`src/rtl/sync_fifo_flex.sv`:
```
// Single-clock FIFO with show-ahead or registered read, arbitrary depth,
// programmable almost-full/almost-empty thresholds, flush and sticky error flags.
module sync_fifo_flex #(
  parameter int DW        = 8,
  parameter int DEPTH     = 16,
  parameter int SHOWAHEAD = 1,
  parameter int AFULL_TH  = DEPTH - 1,
  parameter int AEMPTY_TH = 1,
  localparam int AW       = (DEPTH > 2) ? $clog2(DEPTH) : 1
) (
  input  logic          clk,
  input  logic          rstn,
  input  logic          clr,
  input  logic          wr,
  input  logic [DW-1:0] din,
  input  logic          rd,
  output logic [DW-1:0] dout,
  output logic          empty,
  output logic          almost_empty,
  output logic          full,
  output logic          almost_full,
  output logic [AW:0]   usedw,
  output logic          ovf,
  output logic          udf,
  input  logic          err_clr
);

  localparam logic [AW:0]   DEPTH_U = (AW+1)'(DEPTH);
  localparam logic [AW:0]   AF_U    = (AW+1)'(AFULL_TH);
  localparam logic [AW:0]   AE_U    = (AW+1)'(AEMPTY_TH);
  localparam logic [AW-1:0] LAST    = AW'(DEPTH - 1);

  logic [DW-1:0] mem [DEPTH];
  logic [AW-1:0] wptr, rptr, wptr_nxt, rptr_nxt;
  logic [AW:0]   usedw_nxt;
  logic          wr_int, rd_int;

  // Pointers wrap explicitly so non-power-of-two depths never index past the array.
  function automatic logic [AW-1:0] ptr_inc(input logic [AW-1:0] p);
    return (p == LAST) ? '0 : p + AW'(1);
  endfunction

  assign wr_int = wr & ~full & ~clr;
  assign rd_int = rd & ~empty & ~clr;

  always_comb begin
    wptr_nxt  = wptr;
    rptr_nxt  = rptr;
    usedw_nxt = usedw;
    if (clr) begin
      wptr_nxt  = '0;
      rptr_nxt  = '0;
      usedw_nxt = '0;
    end else begin
      if (wr_int) wptr_nxt = ptr_inc(wptr);
      if (rd_int) rptr_nxt = ptr_inc(rptr);
      if (wr_int && !rd_int)      usedw_nxt = usedw + (AW+1)'(1);
      else if (rd_int && !wr_int) usedw_nxt = usedw - (AW+1)'(1);
    end
  end

  // Control state: pointers, occupancy and flags all registered from the next occupancy.
  always_ff @(posedge clk or negedge rstn) begin
    if (!rstn) begin
      wptr         <= '0;
      rptr         <= '0;
      usedw        <= '0;
      empty        <= 1'b1;
      almost_empty <= 1'b1;
      full         <= 1'b0;
      almost_full  <= 1'b0;
      ovf          <= 1'b0;
      udf          <= 1'b0;
    end else begin
      wptr         <= wptr_nxt;
      rptr         <= rptr_nxt;
      usedw        <= usedw_nxt;
      empty        <= (usedw_nxt == '0);
      almost_empty <= (usedw_nxt <= AE_U);
      full         <= (usedw_nxt == DEPTH_U);
      almost_full  <= (usedw_nxt >= AF_U);
      if (wr && full && !clr) ovf <= 1'b1;
      else if (err_clr)       ovf <= 1'b0;
      if (rd && empty && !clr) udf <= 1'b1;
      else if (err_clr)        udf <= 1'b0;
    end
  end

  always_ff @(posedge clk) begin
    if (wr_int) mem[wptr] <= din;
  end

  generate
    if (SHOWAHEAD != 0) begin : g_showahead
      // The incoming word becomes the head when nothing else remains after this edge.
      logic head_from_din;
      assign head_from_din = wr_int & (usedw == {{AW{1'b0}}, rd_int});

      always_ff @(posedge clk or negedge rstn) begin
        if (!rstn)
          dout <= '0;
        else if (usedw_nxt != '0)
          dout <= head_from_din ? din : mem[rptr_nxt];
      end
    end else begin : g_registered
      always_ff @(posedge clk or negedge rstn) begin
        if (!rstn)
          dout <= '0;
        else if (rd_int)
          dout <= mem[rptr];
      end
    end
  endgenerate

endmodule

```
`config.mk`:
```
export PLATFORM = sky130hd
export DESIGN_NAME = sync_fifo_flex
export DESIGN_NICKNAME = d
export VERILOG_FILES = /design/src/rtl/sync_fifo_flex.sv
export SDC_FILE = /design/constraint.sdc
export NUM_CORES = 1
export LEC_CHECK = 0
export CAP_MARGIN = 20
export CORE_MARGIN = 2
export CORE_UTILIZATION = 50
export CTS_CLUSTER_DIAMETER = 200
export DETAILED_ROUTE_END_ITERATION = 7
export GPL_TIMING_DRIVEN = 0
export PLACE_DENSITY = 0.68
export SLEW_MARGIN = 5
export SYNTH_ARGS = -nofsm -noshare
export SYNTH_HDL_FRONTEND = slang
export SYNTH_SLANG_ARGS = --single-unit
```
`constraint.sdc`:
```
create_clock -name clk -period 6.8 [get_ports clk]
set_input_delay 0.68 -clock clk [delete_from_list [all_inputs] [get_ports clk]]
set_output_delay 0.68 -clock clk [all_outputs]
set_load 0.02 [all_outputs]
```
==> impl_summary.txt <==
----------------------------------------------------
[Placed design]
  Instance area after placement ... 7270 um^2
  Routability-driven placement congestion ratio ... 0.937
  Post-detail-place hpwl ... 10400 um
  Quantity of I/O buffers inserted on ports ... 31
  DP Worst Slack ... 3280 ps

[Critical path]
  Max Fanout on Critical Path ... 10
  Largest delay share family, worst path ... buffers and inverters
  Required time of the worst setup path ... 7110 ps
  Register-to-register setup slack ... 3700 ps
  First element of the critical path ... rd
  Worst setup path category ... in2reg
  Ordered list of cells on the worst path ... clkdlybuf4s50_1 > nor4bb_1 > a21oi_2 > inv_2 > buf_1 > mux4_2 > a32oi_1 > o211ai_1 > a22o_1
  Number of cell instances on the worst register-to-register path ... 9
  End of the worst register-to-register path ... dout[6]$_DFFE_PN0N_
  Delay contributed by the slowest stage of the critical path ... 580 ps
  Crit path capture type ... flip-flop
  Cell with the largest stage delay on the worst path ... sky130_fd_sc_hd__clkdlybuf4s50_1
  Worst Setup Start Kind ... input pin
  Data arrival at the endpoint of the critical path ... 3460 ps
  Beginning of the worst register-to-register path ... rptr[0]$_DFF_PN0_
  Number of buffers and inverters on the critical path ... 3

[Clock network]
  Number of clock sinks ... 155
  CTS Buf Count ... 17
  Clock-pin slew reported for the worst setup and hold paths after clock tree synthesis ... 60 ps
  Insertion delay to the later sink of the worst-skew pair ... 420 ps
  Clock root buffer ... sky130_fd_sc_hd__clkbuf_16
  Number of setup buffers added after CTS ... 0
  Number of hold-repair buffers added at the cts stage ... 0
  CTS tree ... built
  Buffers from clock root to sink, at most ... 2
  Post-CTS sizing ... 0
  CTS H-tree lvls ... 4

[Cells and area]
  Commonest non-fill, non-tap cells in the layout ... 128 x sky130_fd_sc_hd__edfxtp_1, 45 x sky130_fd_sc_hd__nand2_1, 31 x sky130_fd_sc_hd__clkdlybuf4s50_1
  Antenna diode count ... 0
  Area growth, synth to finish ... 17.9%
  Post-route core utilization ... 59.9%
  Number of nets in the final layout ... 541
  Post-route cell area ... 7900 um^2
  Most frequent standard cell in the layout excluding fill and tap cells ... sky130_fd_sc_hd__edfxtp_1
  Share of post-route cells with drive strength above 1 ... 14.7%

[Die]
  Core Footprint ... 13200 um^2
  Die extent in x ... 120 um
  Die outline height ... 120 um
  Die area ... 14300 um^2
  Top-level I/O count ... 33
  Initial Utilization ... 50.8%
  Number of rows in the core area ... 42

[Yosys]
  Synthesized-area fraction occupied by and/or/nand/nor cells ... 12.1%
  Main combinational cell family by area after synthesis ... simple AND/OR/NAND/NOR gates
  Post-synthesis share of cell area spent on full adders, half adders and majority gates ... 1.31%
  Post-synth top area cell ... sky130_fd_sc_hd__edfxtp_1
  Most instantiated flip-flop cell in the synthesis netlist ... sky130_fd_sc_hd__edfxtp_1
  Number of flops mapped to enable cells by yosys ... 128
  Share of cell area taken by muxes after synthesis ... 7.00%
  #FFs+latches synth ... 155
  Number of nets produced by synthesis ... 488
  Yosys warning count ... 0
  Post-synthesis async set-or-reset flop share ... 17.4%
  Mapped Cells ... 467
  Synth top area cells ... sky130_fd_sc_hd__edfxtp_1 57%, sky130_fd_sc_hd__dfrtp_1 9.3%, sky130_fd_sc_hd__mux2i_1 3.4%, sky130_fd_sc_hd__mux4_2 3.0%, sky130_fd_sc_hd__nand2_1 2.5%
  Mapped Area ... 6700 um^2
  Sequential element share of the synthesized area ... 67.5%
  Synthesized-area fraction occupied by xor and xnor cells ... 0.653%
  Fraction of the mapped netlist area in compound gates ... 8.70%
  Area fraction of the dominant cell type after synthesis ... 57.4%
  Distinct cells, synth ... 62
  Mean instance size in the synthesized netlist ... 14.3 um^2

[Power]
  Power density over the cells ... 345 nW/um^2
  Static Leak ... 2.84 nW
  Peak supply drop ... 220 uV
  Logic pwr share ... 21.6%
  Internal portion of total power ... 1.98 mW
  Part of the power in registers ... 41.4%
  Clk pwr share ... 37.0%
  Power dissipated by switching net loads ... 747 uW
  Switch share ... 27.4%

[GRT]
  Antenna violations before repair ... 0
  Vias in the first global route ... 4190
  Global-route total usage across every layer ... 22.9%
  Pin count of the biggest net entering global routing ... 18
  Global-route wire length before repair ... 23900 um
  Overall overflow remaining after global route ... 0

[Route]
  Final routed wirelength across all metal layers ... 15400 um
  DRC violations left ... 0
  Number of design-rule violations left by the first detailed-router iteration ... 379
  Via total after detailed routing ... 4184
  Number of search-and-repair iterations in the first detailed-routing pass ... 5
  DRT antenna net count ... 0
  Routed length per instance ... 21.7 um
  Number of vias per cell ... 5.91

[Worst hold path]
  Hold Crit Depth ... 2
  Endpoint with the worst hold slack ... dout[1]$_DFFE_PN0N_
  Startpoint of the worst hold path ... dout[1]$_DFFE_PN0N_
  Class of the tightest hold or removal check ... reg2reg

[Timing]
  Fin. max-slew vios ... 0
  Final Hold Violating Endpoints ... 0
  Transition time of the tightest slew-check pin ... 868 ps
  Fin Hold WS ... 479 ps
  RSZ-0062 raised after global routing ... no
  Final critical-path share of the clock period ... 46.3%
  Final worst-path setup slack ... 3650 ps
  Final setup fails ... 0
  Setup Skew ... 7.67 ps
  Max-slew headroom at the worst pin ... 41.7%
  Timing-limited maximum frequency ... 0.317 GHz
  Final min period ... 3150 ps
  Sum of negative setup slack ... 0 ps

[Job]
  Total of max-cap violations ... 0

[Run status]
  Run status ... finished clean

----------------------------------------------------
synth_stat cells (6+ instances only):
| cell | count |
|---|---|
| sky130_fd_sc_hd__ha_1 | 7 |
| sky130_fd_sc_hd__a221oi_1 | 10 |
| sky130_fd_sc_hd__edfxtp_1 | 128 |
| sky130_fd_sc_hd__buf_2 | 7 |
| sky130_fd_sc_hd__mux2i_1 | 23 |
| sky130_fd_sc_hd__dfrtp_1 | 25 |
| sky130_fd_sc_hd__o22ai_1 | 7 |
| sky130_fd_sc_hd__nand2b_1 | 7 |
| sky130_fd_sc_hd__and2_1 | 12 |
| sky130_fd_sc_hd__nor2_1 | 22 |
| sky130_fd_sc_hd__o21ai_0 | 13 |
| sky130_fd_sc_hd__a21oi_1 | 15 |
| sky130_fd_sc_hd__inv_1 | 8 |
| sky130_fd_sc_hd__nor3_1 | 14 |
| sky130_fd_sc_hd__mux4_2 | 9 |
| sky130_fd_sc_hd__nand2_1 | 45 |
| sky130_fd_sc_hd__a31oi_1 | 8 |
| sky130_fd_sc_hd__clkbuf_1 | 6 |
| sky130_fd_sc_hd__nand3_1 | 14 |
worst max-delay path by stage:
stage,endpoint,slack [ps],depth (start not counted)
finish,dout[6]$_DFFE_PN0N_,3650,9
global route,dout[0]$_DFFE_PN0N_,3430,9
CTS,dout[5]$_DFFE_PN0N_,3720,9
detailed placement,dout[5]$_DFFE_PN0N_,3280,9
global placement,mem[1][2]$_DFFE_PP_,3280,4
floorplan,dout[2]$_DFFE_PN0N_,4250,8
flip-flops by register name, indices dropped and copies added, names as in the netlist:
| register | count |
|---|---|
| almost_empty | 1 |
| almost_full | 1 |
| dout | 8 |
| empty | 1 |
| full | 1 |
| mem | 128 |
| ovf | 1 |
| rptr | 4 |
| udf | 1 |
| usedw | 5 |
| wptr | 4 |
power groups by stage:
| stage | clock network, mW | registers, mW | logic, mW |
|---|---|---|---|
| after floorplan | 0 | 1.18 | 0.329 |
| after global placement | 0 | 1.14 | 0.575 |
| after detailed placement | 0 | 1.15 | 0.584 |
| after CTS | 1.02 | 1.13 | 0.588 |
| after global routing | 1.06 | 1.13 | 0.636 |
| final | 1.01 | 1.13 | 0.589 |
cells by family (layout without fill, tap and decap cells):
logic type / after synthesis / count (layout)
flip-flops: 155 / 155
AND/OR/NAND/NOR: 149 / 149
AO/OA/AOI/OAI: 82 / 82
buffers and inverters: 35 / 100
multiplexers: 34 / 34
adder cells (fa/ha/maj): 7 / 7
XOR/XNOR: 5 / 5
tightest hold or removal path: stages, from the launching register on:
cell                      delay (ps)
sky130_fd_sc_hd__dfrtp_1         340
sky130_fd_sc_hd__nand2_1          50
sky130_fd_sc_hd__o21ai_0          60
cell type report:
cell class	count	area [um^2]
plain buffers	24	144
clock buffers	18	429
clock inverters	13	200
fillers	1015	5290
inverters	11	41.3
multi-input cells	277	2010
flip-flops and latches	155	4520
well taps	176	220
repair buffers	34	340
per-layer routing:
layer  up-vias  wire length, um  global-route usage (%)
li1       1908                -                       -
met1      2090             6560                    31.2
met2       165             7360                    36.4
met3        21             1130                    5.23
met4         0              291                    8.60
met5         -                0                       0
metrics by stage:
| stage | power (mW) | cells |
|---|---|---|
| after global placement | 1.72 | 674 |
| after global routing | 2.83 | 708 |
| after CTS | 2.74 | 708 |
| final | 2.72 | 708 |
| after floorplan | 1.51 | 467 |
| after detailed placement | 1.73 | 677 |
No activity file was read; power rests on OpenSTA's default activity.
